**config.mk**
```make
export PLATFORM = sky130hd
export DESIGN_NAME = imm_splitter_flat
export DESIGN_NICKNAME = d
export VERILOG_FILES = /design/src/rtl/imm_splitter_if.sv /design/src/rtl/imm_splitter.sv /design/src/flat_wrapper.sv
export SDC_FILE = /design/constraint.sdc
export NUM_CORES = 1
export LEC_CHECK = 0
export ABC_AREA = 0
export CORE_MARGIN = 5
export CORE_UTILIZATION = 45
export DETAILED_ROUTE_END_ITERATION = 7
export PLACE_DENSITY = 0.83
export SKIP_LAST_GASP = 1
export SLEW_MARGIN = 40
export SYNTH_ARGS = -nofsm -noshare
export SYNTH_HDL_FRONTEND = slang
export SYNTH_SLANG_ARGS = --single-unit
```
**constraint.sdc**
```tcl
create_clock -name CLK -period 3.86 [get_ports CLK]
set_clock_uncertainty 0.15 [all_clocks]
set_input_delay 0.386 -clock CLK [delete_from_list [all_inputs] [get_ports CLK]]
set_output_delay 0.386 -clock CLK [all_outputs]
set_load 0.01 [all_outputs]
```
**src/rtl/imm_splitter_if.sv**
```systemverilog
// Handshake bundle between the load-constant expander, imm_splitter and the instruction formatter.
// Latency: none (wires only).
// Backpressure: valid/ready on both the constant input side and the immediate output side.
interface imm_splitter_if #(
  parameter int IN_WIDTH  = 16,
  parameter int IMM_WIDTH = 11
);
  logic [IN_WIDTH-1:0]  in_value;
  logic                 in_valid;
  logic                 in_ready;
  logic [IMM_WIDTH-1:0] out_imm;
  logic [1:0]           out_kind;
  logic                 out_last;
  logic                 out_valid;
  logic                 out_ready;

  // Producer of constants and consumer of beats.
  modport master (
    output in_value, in_valid, out_ready,
    input  in_ready, out_imm, out_kind, out_last, out_valid
  );

  // The splitter itself.
  modport slave (
    input  in_value, in_valid, out_ready,
    output in_ready, out_imm, out_kind, out_last, out_valid
  );
endinterface

```
**src/rtl/imm_splitter.sv**
```systemverilog
// Splits a constant into one SINGLE beat (fits signed IMM_WIDTH) or UPPER then LOWER beats.
// Latency: first beat is valid one cycle after the input handshake; all beat outputs are registered.
// Backpressure: beats hold while out_ready is low; in_ready is high only when idle.
module imm_splitter #(
  parameter int IN_WIDTH  = 16,
  parameter int IMM_WIDTH = 11
) (
  input logic          CLK,
  input logic          Reset,
  imm_splitter_if.slave bus
);
  localparam int LO_WIDTH = IN_WIDTH - IMM_WIDTH;

  localparam logic [1:0] KIND_SINGLE = 2'b00;
  localparam logic [1:0] KIND_UPPER  = 2'b01;
  localparam logic [1:0] KIND_LOWER  = 2'b10;

  typedef enum logic [1:0] {
    IDLE        = 2'd0,
    EMIT_SINGLE = 2'd1,
    EMIT_UPPER  = 2'd2,
    EMIT_LOWER  = 2'd3
  } state_t;

  state_t               state, state_n;
  logic [IMM_WIDTH-1:0] imm_q, imm_n;
  logic [1:0]           kind_q, kind_n;
  logic                 last_q, last_n;
  logic                 valid_q, valid_n;
  logic [LO_WIDTH-1:0]  lo_q, lo_n;

  // Bits that must all equal the immediate's sign bit for sign extension to be exact.
  logic [LO_WIDTH:0]    hi_bits;
  logic                 fits;

  assign hi_bits = bus.in_value[IN_WIDTH-1:IMM_WIDTH-1];
  assign fits    = (&hi_bits) | ~(|hi_bits);

  // State and registered beat outputs; reset drops any pending beat.
  always_ff @(posedge CLK or posedge Reset) begin
    if (Reset) begin
      state   <= IDLE;
      imm_q   <= '0;
      kind_q  <= KIND_SINGLE;
      last_q  <= 1'b0;
      valid_q <= 1'b0;
      lo_q    <= '0;
    end else begin
      state   <= state_n;
      imm_q   <= imm_n;
      kind_q  <= kind_n;
      last_q  <= last_n;
      valid_q <= valid_n;
      lo_q    <= lo_n;
    end
  end

  // Next state and next beat contents; outputs return to zero whenever no beat is pending.
  always_comb begin
    state_n = state;
    imm_n   = imm_q;
    kind_n  = kind_q;
    last_n  = last_q;
    valid_n = valid_q;
    lo_n    = lo_q;
    case (state)
      IDLE: begin
        if (bus.in_valid) begin
          valid_n = 1'b1;
          if (fits) begin
            state_n = EMIT_SINGLE;
            imm_n   = bus.in_value[IMM_WIDTH-1:0];
            kind_n  = KIND_SINGLE;
            last_n  = 1'b1;
          end else begin
            state_n = EMIT_UPPER;
            imm_n   = bus.in_value[IN_WIDTH-1:LO_WIDTH];
            kind_n  = KIND_UPPER;
            last_n  = 1'b0;
            lo_n    = bus.in_value[LO_WIDTH-1:0];
          end
        end
      end
      EMIT_UPPER: begin
        if (bus.out_ready) begin
          state_n = EMIT_LOWER;
          imm_n   = IMM_WIDTH'(lo_q);
          kind_n  = KIND_LOWER;
          last_n  = 1'b1;
        end
      end
      EMIT_SINGLE, EMIT_LOWER: begin
        if (bus.out_ready) begin
          state_n = IDLE;
          imm_n   = '0;
          kind_n  = KIND_SINGLE;
          last_n  = 1'b0;
          valid_n = 1'b0;
        end
      end
      default: begin
        state_n = IDLE;
        imm_n   = '0;
        kind_n  = KIND_SINGLE;
        last_n  = 1'b0;
        valid_n = 1'b0;
      end
    endcase
  end

  assign bus.in_ready  = (state == IDLE);
  assign bus.out_imm   = imm_q;
  assign bus.out_kind  = kind_q;
  assign bus.out_last  = last_q;
  assign bus.out_valid = valid_q;
endmodule

```
**src/flat_wrapper.sv**
```systemverilog
// flat-port wrapper written by rule: the top's interface ports become plain ports
module imm_splitter_flat 
#(
  parameter int IN_WIDTH  = 16,
  parameter int IMM_WIDTH = 11
)
  (CLK, Reset, bus_in_value, bus_in_valid, bus_out_ready, bus_in_ready, bus_out_imm, bus_out_kind, bus_out_last, bus_out_valid);
  imm_splitter_if #(.IN_WIDTH(IN_WIDTH), .IMM_WIDTH(IMM_WIDTH)) bus_i ();
  input logic CLK;
  input logic Reset;
  input wire logic [$bits(bus_i.in_value)-1:0] bus_in_value;
  input wire logic [$bits(bus_i.in_valid)-1:0] bus_in_valid;
  input wire logic [$bits(bus_i.out_ready)-1:0] bus_out_ready;
  output wire logic [$bits(bus_i.in_ready)-1:0] bus_in_ready;
  output wire logic [$bits(bus_i.out_imm)-1:0] bus_out_imm;
  output wire logic [$bits(bus_i.out_kind)-1:0] bus_out_kind;
  output wire logic [$bits(bus_i.out_last)-1:0] bus_out_last;
  output wire logic [$bits(bus_i.out_valid)-1:0] bus_out_valid;
  assign bus_i.in_value = bus_in_value;
  assign bus_i.in_valid = bus_in_valid;
  assign bus_i.out_ready = bus_out_ready;
  assign bus_in_ready = bus_i.in_ready;
  assign bus_out_imm = bus_i.out_imm;
  assign bus_out_kind = bus_i.out_kind;
  assign bus_out_last = bus_i.out_last;
  assign bus_out_valid = bus_i.out_valid;
  imm_splitter #(.IN_WIDTH(IN_WIDTH), .IMM_WIDTH(IMM_WIDTH)) u_core (.CLK(CLK), .Reset(Reset), .bus(bus_i));
endmodule
```
=== Word-level counts from Yosys, hierarchy flattened ===
Cells that the tools add are included.

* Register bits after elaboration: 22
* Latch bits: 0
* Bits in writable memories: 0
* Bits in read-only memories: 0
* Input bits: 20
* Output and inout bits: 16
* Memories kept: 0

* $add $sub $neg: 0
* Multipliers: 0
* Divide/modulo/power cells: 0
* Magnitude comparators: 0
* Equal/unequal tests: 6
* Shifts and indexed selects: 0
* Mux-type cells: 21
* Bitwise operators: 3
* Reduce and logical (&&, ||, !) cells: 8

{| class="wikitable"
|+ Operators by type and width
! operator !! number
|-
| two-way mux 11 bit || 4
|-
| case mux 11 bit (3 select lines) || 1
|-
| two-way mux 2 bit || 6
|-
| case mux 2 bit (3 select lines) || 2
|-
| AND reduction 3 bit || 3
|-
| two-way mux 1 bit || 6
|-
| != test 2 bit, second input constant || 3
|-
| AND reduction 6 bit || 1
|-
| OR reduction 6 bit || 1
|-
| == test 2 bit, second input constant || 2
|-
| case mux 1 bit (3 select lines) || 1
|-
| == test 2 x 1 -> 1 bit, second input constant || 1
|-
| zero test 2 bit || 1
|-
| NOT 1 bit || 2
|-
| case mux 1 bit (2 select lines) || 1
|-
| nonzero test 2 bit || 1
|-
| OR reduction 2 bit || 1
|-
| bitwise OR 1 bit || 1
|}

=== Logic depth before layout (Yosys ltp) ===
Gate-level depths: netlist (run 1).

* Word-level depth: 6
* Depth in mapped cells: 6
* Gate-level depth less buffers: 4

=== Worst setup path after synthesis (run 1) ===
Ideal clock, no wire load.

* Path type: register to register
* From: register u_core.state[0]
* To: register u_core.lo_q[0]
* Setup time: 0.125 ns
* Arrival: 1.456 ns
* Slack: 2.129 ns
* Cell stages (with the launch flop): 7
* Buffers on the path: 2
* Cell sequence: dfrtp_1 -> buf_4 -> nor2_8 -> nand2_4 -> or2_1 -> buf_6 -> mux2_4

* Cells in the longest elaborated chain, start to end: 2

{| class="wikitable"
|+ RTL lines
! what !! RTL line !! source
|-
| start: declaration || imm_splitter.sv:25 || <nowiki>state_t state, state_n;</nowiki>
|-
| start signal: assignment || imm_splitter.sv:49 || <nowiki>state <= state_n;</nowiki>
|-
| zero test 2 bit || n/a ||
|-
| via bus_in_ready || flat_wrapper.sv:14 || <nowiki>output wire logic [$bits(bus_i.in_ready)-1:0] bus_in_ready;</nowiki>
|-
| AND reduction 3 bit (no source line) || n/a ||
|-
| end signal: assignment || imm_splitter.sv:54 || <nowiki>lo_q <= lo_n;</nowiki>
|-
| end: declaration || imm_splitter.sv:30 || <nowiki>logic [LO_WIDTH-1:0] lo_q, lo_n;</nowiki>
|}

The timed path passes the listed nets, and every way through them passes these cells.
A chain may end at the register's enable or synchronous reset.

=== Worst setup path after layout (run 1) ===
* From: register u_core.state[1]
* To: output bus_in_ready

* Cells in the longest elaborated chain, start to end: 1

{| class="wikitable"
|+ RTL lines
! what !! RTL line !! source
|-
| zero test 2 bit || imm_splitter.sv:111 || <nowiki>assign bus.in_ready = (state == IDLE);</nowiki>
|-
| end: declaration || flat_wrapper.sv:14 ||
|}

No other way between the ends.

==> results_dict.tcl, run 1 <==
set metrics [dict create \
    worst_slew_pin_slew_ns 0.661 \
    fmax_mhz 445 \
    die_h_um 59.9 \
    core_um2 2430 \
    gp_congestion 0.805 \
    worstSetupPathType "reg2out" \
    fin_nets 155 \
    antenna_found_initial 0 \
    hold_viol_final 0 \
    crit_slowest_cell "clkdlybuf4s50_1" \
    wire_per_inst_um 17.5 \
    hold_ws_ns 0.224 \
    fin_crit_ns 2.25 \
    seq_area_frac_synth 0.469 \
    post-route-period-util 0.582 \
    worstPathRequired_ns 3.32 \
    clock_latency_ns 0.31 \
    rows 18 \
    cp-start-kind "flop" \
    power_density_nw_per_um2 673 \
    syn_area_um2 1120 \
    ctsHoldBuffers 0 \
    p_int_mw 0.624 \
    crit_chain "nor2_8 -> clkdlybuf4s50_1" \
    finalWirelength_um 2870 \
    drive_above_1_share 0.0970 \
    drc 0 \
    drtIter0Drc 60 \
    grt-ovfl-total 0 \
    ys_seq_elements 21 \
    synthAdderAreaFrac 0 \
    p_comb_frac 0.473 \
    rsz0062_at_grt "false" \
    synth_top_family_by_area "compound AO/OA/AOI/OAI gates" \
    start_util 0.461 \
    drt_pass1_iterations 4 \
    root_buffer "clkbuf_4" \
    cts_repair_resize_count 0 \
    tns_ns 0 \
    syn_nets 121 \
    grt.total_usage 0.171 \
    via_per_inst 5.66 \
    cts_made_buffers 3 \
    die_width_um 59.9 \
    ctsLongestPathBuffers 2 \
    status "finished clean" \
    cpPeakStageDelay_ns 0.57 \
    maxCapViolCount 0 \
    min_path_type "in2async" \
    cts_tree "yes" \
    swShare 0.376 \
    max-slew-margin-rel 0.547 \
    seq_power_share 0.419 \
    cts_setup_buffers 0 \
    synth_xor_area_frac 0 \
    crit_arrival_ns 1.71 \
    setup_slack_ns 1.61 \
    pre_cts_ws_ns 1.33 \
    endpoint_kind "primary output" \
    p_sw_mw 0.376 \
    fin_util 0.610 \
    port_buffers 35 \
    drtAntennaViolNets 0 \
    synth_compound_area_frac 0.204 \
    synthSimpleGateAreaFrac 0.102 \
    finalSetupViolCount 0 \
    power.leakage_nw 0.623 \
    n_antenna_cell 0 \
    dr_total_vias 928 \
    dieArea_um2 3590 \
    clock-sinks 21 \
    h-tree-depth 1 \
    grt_max_degree 22 \
    ios 36 \
    synth_cell_types 24 \
    syn-mean-instance-area_um2 11.1 \
    post-dp-hpwl_um 2190 \
    ir_drop_uv 438 \
    grt_pass1_vias 975 \
    grt_pass1_wl_um 4650 \
    cts.clk_slew.worst_paths_ns 0.13 \
    yosys_warnings 0 \
    path_max_fanout 10 \
    clock_power_share 0.108 \
    syn_inst 101 \
    maxSlewViolCount 0 \
    muxShareOfSynthArea 0.165 \
    area_delta_synth_final_pct 32.4 \
]
[cell usage in the layout, fill, tap and decap left out]
master	n
clkdlybuf4s50_1	35
dfrtp_1	21
mux2i_1	11
nand2_1	10
o21ai_1	9
o21ai_0	7
a22o_1	6
a22oi_1	6
mux2_4	5
nor2_1	4
inv_1	3
clkbuf_4	3
a221oi_1	2
nor2_8	1
nand3_1	1
nand2_4	1
nand4_1	1
nor4_1	1
a2bb2o_4	1
or2_1	1
nor2b_1	1
inv_2	1
o2bb2ai_1	1
a21oi_1	1
clkinv_2	1
[flip-flops by register name, indices dropped and copies added (netlist names)]
name                  flops
u_core.state              2
u_core.bus.out_kind       2
u_core.lo_q               5
u_core.bus.out_imm       11
u_core.bus.out_valid      1
[per-layer routing]
metal | up-vias | track usage | wire length [um]
li1 | 434 | - | -
met1 | 468 | 0.212 | 1230
met2 | 24 | 0.299 | 1460
met3 | 2 | 0.0454 | 166
met4 | 0 | 0.0285 | 20
met5 | - | 0 | 0
[cell usage after synthesis]
cell type | count | area (um^2)
dfrtp_1 | 21 | 526
mux2i_1 | 11 | 110
nand2_1 | 10 | 37.5
o21ai_1 | 9 | 45.0
o21ai_0 | 7 | 35.0
a22o_1 | 6 | 52.6
a22oi_1 | 6 | 45.0
mux2_4 | 5 | 75.1
inv_1 | 4 | 15.0
nor2_1 | 4 | 15.0
buf_6 | 3 | 33.8
a221oi_1 | 2 | 17.5
buf_4 | 2 | 15.0
a21oi_1 | 1 | 5.00
a2bb2o_4 | 1 | 20.0
clkbuf_1 | 1 | 3.75
nand2_4 | 1 | 11.3
nand3_1 | 1 | 5.00
nand4_1 | 1 | 6.26
nor2_8 | 1 | 20.0
nor2b_1 | 1 | 6.26
nor4_1 | 1 | 6.26
o2bb2ai_1 | 1 | 8.76
or2_1 | 1 | 6.26
[worst paths after layout]
path | from | to | slack (ns) | cells past startpoint
max reg2reg | u_core.state[1] | u_core.lo_q[4] | 1.93 | 4
min reg2reg | u_core.bus.out_imm[10] | u_core.bus.out_imm[10] | 0.34 | 2
max | u_core.state[1] | bus_in_ready | 1.61 | 2
min | Reset | u_core.lo_q[0] | 0.22 | 2
max in group asynchronous | Reset | u_core.bus.out_kind[0] | 3.02 | 2
min in group CLK | u_core.bus.out_imm[10] | u_core.bus.out_imm[10] | 0.34 | 2
[cell families after synthesis]
group / count (synthesis)
AND/OR/NAND/NOR: 21
AO/OA/AOI/OAI: 33
multiplexers: 16
buffers and inverters: 10
flip-flops: 21
[per-stage QoR]
stage | area, um^2 | instances | power, mW
5_1_grt | 1480 | 164 | 1.07
2_1_floorplan | 1120 | 101 | 0.689
6_report | 1480 | 164 | 0.999
4_1_cts | 1480 | 164 | 1.00
3_3_place_gp | 1460 | 160 | 0.871
3_5_place_dp | 1460 | 160 | 0.895
[power by group through the flow]
stage	sequential, mW	clock [mW]	combinational, mW
6_report	0.418	0.108	0.473
5_1_grt	0.434	0.124	0.509
4_1_cts	0.418	0.111	0.476
3_5_place_dp	0.422	0	0.473
3_3_place_gp	0.414	0	0.457
2_1_floorplan	0.404	0	0.285
[critical path, delay by kind of cell (launching register included)]
kind,cells,cell delay [ns]
buf+inv,1,0.57
flops,1,0.55
simple gates,1,0.27
[cell type report]
class / instances / area (um^2)
fillers: 218 / 948
inverters: 4 / 15.0
flip-flops and latches: 21 / 526
well taps: 30 / 37.5
clock buffers: 3 / 22.5
multi-input cells: 70 / 528
clock inverters: 1 / 5.00
repair buffers: 35 / 350
Power figures use the tool's default switching activity.
==> run 2, diff against run 1 <==
==> constraint.sdc (replaced) <==
create_clock -name CLK -period 2.3 [get_ports CLK]
set_clock_uncertainty 0.15 [all_clocks]
set_input_delay 0.23 -clock CLK [delete_from_list [all_inputs] [get_ports CLK]]
set_output_delay 0.23 -clock CLK [all_outputs]
set_load 0.01 [all_outputs]
==> run 2 against run 1 <==
- register-to-register slack worse by 1.5 ns
- sequential power rose by 67%
- flip-flop and latch count stayed put
- core utilization is 0.87 points higher
- first-iteration DRC count fell by 32%
- combinational power grew 69%
- via count rose by 2.4%
- critical path depth unchanged
- count of clock-buffer cells in the layout up 1
- clock power increased by 65%
- global-route usage is 0.46 points lower
==> results_dict.tcl, run 2 (same netlist as run 1, synthesis figures left out) <==
set metrics [dict create \
    via_per_inst 5.69 \
    drtAntennaViolNets 0 \
    worstRegToRegCells 4 \
    gp_congestion 0.761 \
    finalWirelength_um 2750 \
    start_util 0.461 \
    clock_latency_ns 0.31 \
    h-tree-depth 1 \
    n_antenna_cell 0 \
    tns_ns 0 \
    worstSetupPathType "reg2out" \
    ir_drop_uv 659 \
    place_area_um2 1480 \
    wire_per_inst_um 16.4 \
    ctsHoldBuffers 0 \
    critical_path.top_delay_family "buffers and inverters" \
    power.leakage_nw 0.635 \
    post-route-period-util 0.906 \
    fin_area_um2 1510 \
    cp-start-kind "flop" \
    r2r_slack_ns 0.39 \
    grt-ovfl-total 0 \
    mostFrequentLayoutCells "35 x clkdlybuf4s50_1, 21 x dfrtp_1, 11 x mux2i_1" \
    max-slew-margin-rel 0.705 \
    ios 36 \
    largest_reg_flops 11 \
    crit_start "u_core.state[1]" \
    crit_arrival_ns 1.70 \
    cts.clk_slew.worst_paths_ns 0.11 \
    area_delta_synth_final_pct 34.3 \
    port_buffers 35 \
    crit_chain "nor2_8 -> clkdlybuf4s50_1" \
    status "finished clean" \
    grt.total_usage 0.166 \
    post-dp-hpwl_um 2110 \
    cts_setup_buffers 0 \
    drt_pass1_iterations 4 \
    dieArea_um2 3590 \
    root_buffer "clkbuf_4" \
    grt_pass1_wl_um 4390 \
    cts_made_buffers 3 \
    drtIter0Drc 41 \
    dr_total_vias 950 \
    timing.rr.end "u_core.lo_q[1]" \
    grt_max_degree 22 \
    path_max_fanout 10 \
    die_width_um 59.9 \
    core_um2 2430 \
    cts_tree "yes" \
    cpPeakStageDelay_ns 0.58 \
    clock-sinks 21 \
    finalSetupViolCount 0 \
    grt_pass1_vias 934 \
    rows 18 \
    worstPathRequired_ns 1.92 \
    die_h_um 59.9 \
    cts_repair_resize_count 0 \
    power_density_nw_per_um2 1110 \
    r2r-start "u_core.state[1]" \
    min_path_type "in2async" \
    fin_crit_ns 2.08 \
    drive_above_1_share 0.109 \
    hold_viol_final 0 \
    ctsLongestPathBuffers 2 \
    fmax_mhz 480 \
    maxCapViolCount 0 \
    fin_nets 158 \
    layout_commonest_cell "clkdlybuf4s50_1" \
    antenna_found_initial 0 \
    cp_num_buf_inv 1 \
    crit_slowest_cell "clkdlybuf4s50_1" \
    worst_slew_pin_slew_ns 0.441 \
    rsz0062_at_grt "false" \
    drc 0 \
    endpoint_kind "primary output" \
    maxSlewViolCount 0 \
]
==> run 2: worst reg2reg max path, stage by stage (launching register included) <==
cell and delay (ns):
dfrtp_1 0.55, nor2_8 0.27, nand2_4 0.10, or2_1 0.39, mux2_4 0.35
==> run 2: final cells by class <==
type | instances | area [um^2]
tap | 30 | 37.5
multi-input combinational | 70 | 528
fill | 200 | 927
clock buffer | 4 | 26.3
inverter | 4 | 15.0
timing repair buffer | 38 | 373
sequential | 21 | 526
==> run 2: power breakdown <==
| group | internal (mW) | switching [mW] |
|---|---|---|
| Sequential | 0.530 | 0.168 |
| Clock | 0.0677 | 0.110 |
| Combinational | 0.460 | 0.340 |
==> run 2: per-layer routing <==
layer	share of wire	track usage	up-vias
li1	-	-	448
met4	0.030	0.0728	0
met3	0.070	0.0410	9
met5	0	0	-
met1	0.42	0.212	449
met2	0.48	0.265	44
==> run 2: how the worst max path moves through the flow <==
stage | endpoint | slack, ns | depth (start not counted)
final | bus_in_ready | 0.22 | 2
after global routing | bus_in_ready | 0.15 | 2
after CTS | bus_in_ready | 0.21 | 2
after detailed placement | u_core.lo_q[4] | 0.10 | 5
after global placement | u_core.lo_q[4] | 0.17 | 5
after floorplan | u_core.lo_q[0] | 0.57 | 6
==> run 2: per-stage QoR <==
stage / hold slack, ns / std cells / setup slack, ns / power, mW / utilization
2_1_floorplan: 0.0565 / 101 / 0.569 / 1.16 / -
3_3_place_gp: 0.310 / 163 / 0.173 / 1.47 / 0.608
3_5_place_dp: 0.326 / 163 / 0.101 / 1.51 / 0.608
4_1_cts: 0.236 / 167 / 0.210 / 1.69 / 0.619
5_1_grt: 0.111 / 167 / 0.155 / 1.78 / 0.619
6_report: 0.0787 / 167 / 0.216 / 1.68 / 0.619
==> run 3, diff against run 2 <==
--- a/config.mk
+++ b/config.mk
@@ -6,10 +6,12 @@
 export NUM_CORES = 1
 export LEC_CHECK = 0
 export ABC_AREA = 0
+export CELL_PAD_IN_SITES_DETAIL_PLACEMENT = 1
+export CELL_PAD_IN_SITES_GLOBAL_PLACEMENT = 1
 export CORE_MARGIN = 5
-export CORE_UTILIZATION = 45
+export CORE_UTILIZATION = 34
 export DETAILED_ROUTE_END_ITERATION = 7
-export PLACE_DENSITY = 0.83
+export PLACE_DENSITY = 0.82
 export SKIP_LAST_GASP = 1
 export SLEW_MARGIN = 40
 export SYNTH_ARGS = -nofsm -noshare
==> run 3 against run 2 <==
- setup slack got worse by 0.0071 ns
- count of clock-buffer cells in the layout stayed put
- largest power group unchanged
- non-clock buffer count rose by 1
- clock power grew 5%
- critical endpoint unchanged
- die area increased by 27%
- core utilization is 13 points lower
- fmax is 0.34% lower
- via count decreased by 1.6%
- routed wire length is 10% higher
- cell count increased by 9.0%
==> results_dict.tcl, run 3 (same netlist as run 1, synthesis figures left out) <==
set metrics [dict create \
    clock_latency_ns 0.31 \
    crit_arrival_ns 1.71 \
    rows 20 \
    via_per_inst 5.14 \
    n_antenna_cell 0 \
    path_max_fanout 10 \
    core_um2 3100 \
    wire_per_inst_um 16.6 \
    grt_max_degree 22 \
    status "finished clean" \
    ctsLongestPathBuffers 2 \
    tns_ns 0 \
    worstRegToRegCells 4 \
    worstPathRequired_ns 1.92 \
    grt_pass1_wl_um 5140 \
    min_path_type "in2async" \
    die_width_um 67.4 \
    root_buffer "clkbuf_4" \
    power.leakage_nw 0.641 \
    mostFrequentLayoutCells "35 x clkdlybuf4s50_1, 21 x dfrtp_1, 11 x mux2i_1" \
    h-tree-depth 1 \
    cp-start-kind "flop" \
    timing.rr.end "u_core.lo_q[1]" \
    finalWirelength_um 3020 \
    fin_crit_ns 2.09 \
    grt-ovfl-total 0 \
    ctsHoldBuffers 0 \
    clock-sinks 21 \
    finalSetupViolCount 0 \
    maxSlewViolCount 0 \
    rsz0062_at_grt "false" \
    r2r_slack_ns 0.40 \
    drtAntennaViolNets 0 \
    drt_pass1_iterations 4 \
    dr_total_vias 935 \
    fin_util 0.493 \
    post-route-period-util 0.909 \
    layout_commonest_cell "clkdlybuf4s50_1" \
    fin_cells 182 \
    die_h_um 67.4 \
    largest_reg_flops 11 \
    cts_repair_resize_count 0 \
    endpoint_kind "primary output" \
    dieArea_um2 4550 \
    cts_setup_buffers 0 \
    drive_above_1_share 0.109 \
    gp_congestion 0.757 \
    area_delta_synth_final_pct 36.5 \
    port_buffers 35 \
    cts_made_buffers 3 \
    hold_viol_final 0 \
    antenna_found_initial 0 \
    worstSetupPathType "reg2out" \
    fin_nets 159 \
    start_util 0.361 \
    grt.total_usage 0.150 \
    power_density_nw_per_um2 1110 \
    worst_slew_pin_slew_ns 0.438 \
    ir_drop_uv 381 \
    post-dp-hpwl_um 2350 \
    hold_ws_ns 0.0891 \
    r2r-start "u_core.state[1]" \
    drtIter0Drc 44 \
    cts_tree "yes" \
    maxCapViolCount 0 \
    drc 0 \
    fmax_mhz 478 \
    grt_pass1_vias 1029 \
    max-slew-margin-rel 0.708 \
    finalPower_mw 1.69 \
    dpl.cell_count 178 \
    cts.clk_slew.worst_paths_ns 0.12 \
    ios 36 \
]
run 3: power by group:
group | switching [mW] | total, mW | internal [mW]
registers | 0.176 | 0.706 | 0.530
logic | 0.338 | 0.799 | 0.462
clock network | 0.119 | 0.187 | 0.0679
run 3: worst max path at each step:
stage                           startpoint             end  slack (ns)  depth (start not counted)
after floorplan            u_core.state[0]  u_core.lo_q[0]        0.57                          6
final                      u_core.state[1]    bus_in_ready        0.21                          2
after global routing       u_core.state[1]    bus_in_ready        0.11                          2
after detailed placement  bus_in_value[11]  u_core.lo_q[1]        0.11                          5
after CTS                  u_core.state[1]    bus_in_ready        0.19                          2
after global placement    bus_in_value[11]  u_core.lo_q[2]        0.19                          5
run 3: cell type report:
cell class              instances  area (um^2)
clock buffers                   4         26.3
repair buffers                 39          380
well taps                      44         55.1
multi-input cells              70          528
inverters                       4         15.0
fillers                       372         1570
flip-flops and latches         21          526
run 3: per-layer routing:
layer / track usage / part of all wire / wire length, um
met5: 0 / 0 / 0
met2: 0.232 / 0.46 / 1380
met1: 0.207 / 0.47 / 1410
met4: 0.0456 / 0.011 / 33
met3: 0.0349 / 0.064 / 193
run 3: stage by stage:
| stage | cell area [um^2] | setup WS [ns] |
|---|---|---|
| finish | 1530 | 0.208 |
| global route | 1530 | 0.107 |
| CTS | 1530 | 0.188 |
| detailed placement | 1500 | 0.111 |
| global placement | 1500 | 0.191 |
| floorplan | 1120 | 0.569 |
run 3: critical path, cell delays in order, from the launching register on:
cell and delay, ns:
dfrtp_1 0.55, nor2_8 0.27, clkdlybuf4s50_1 0.58
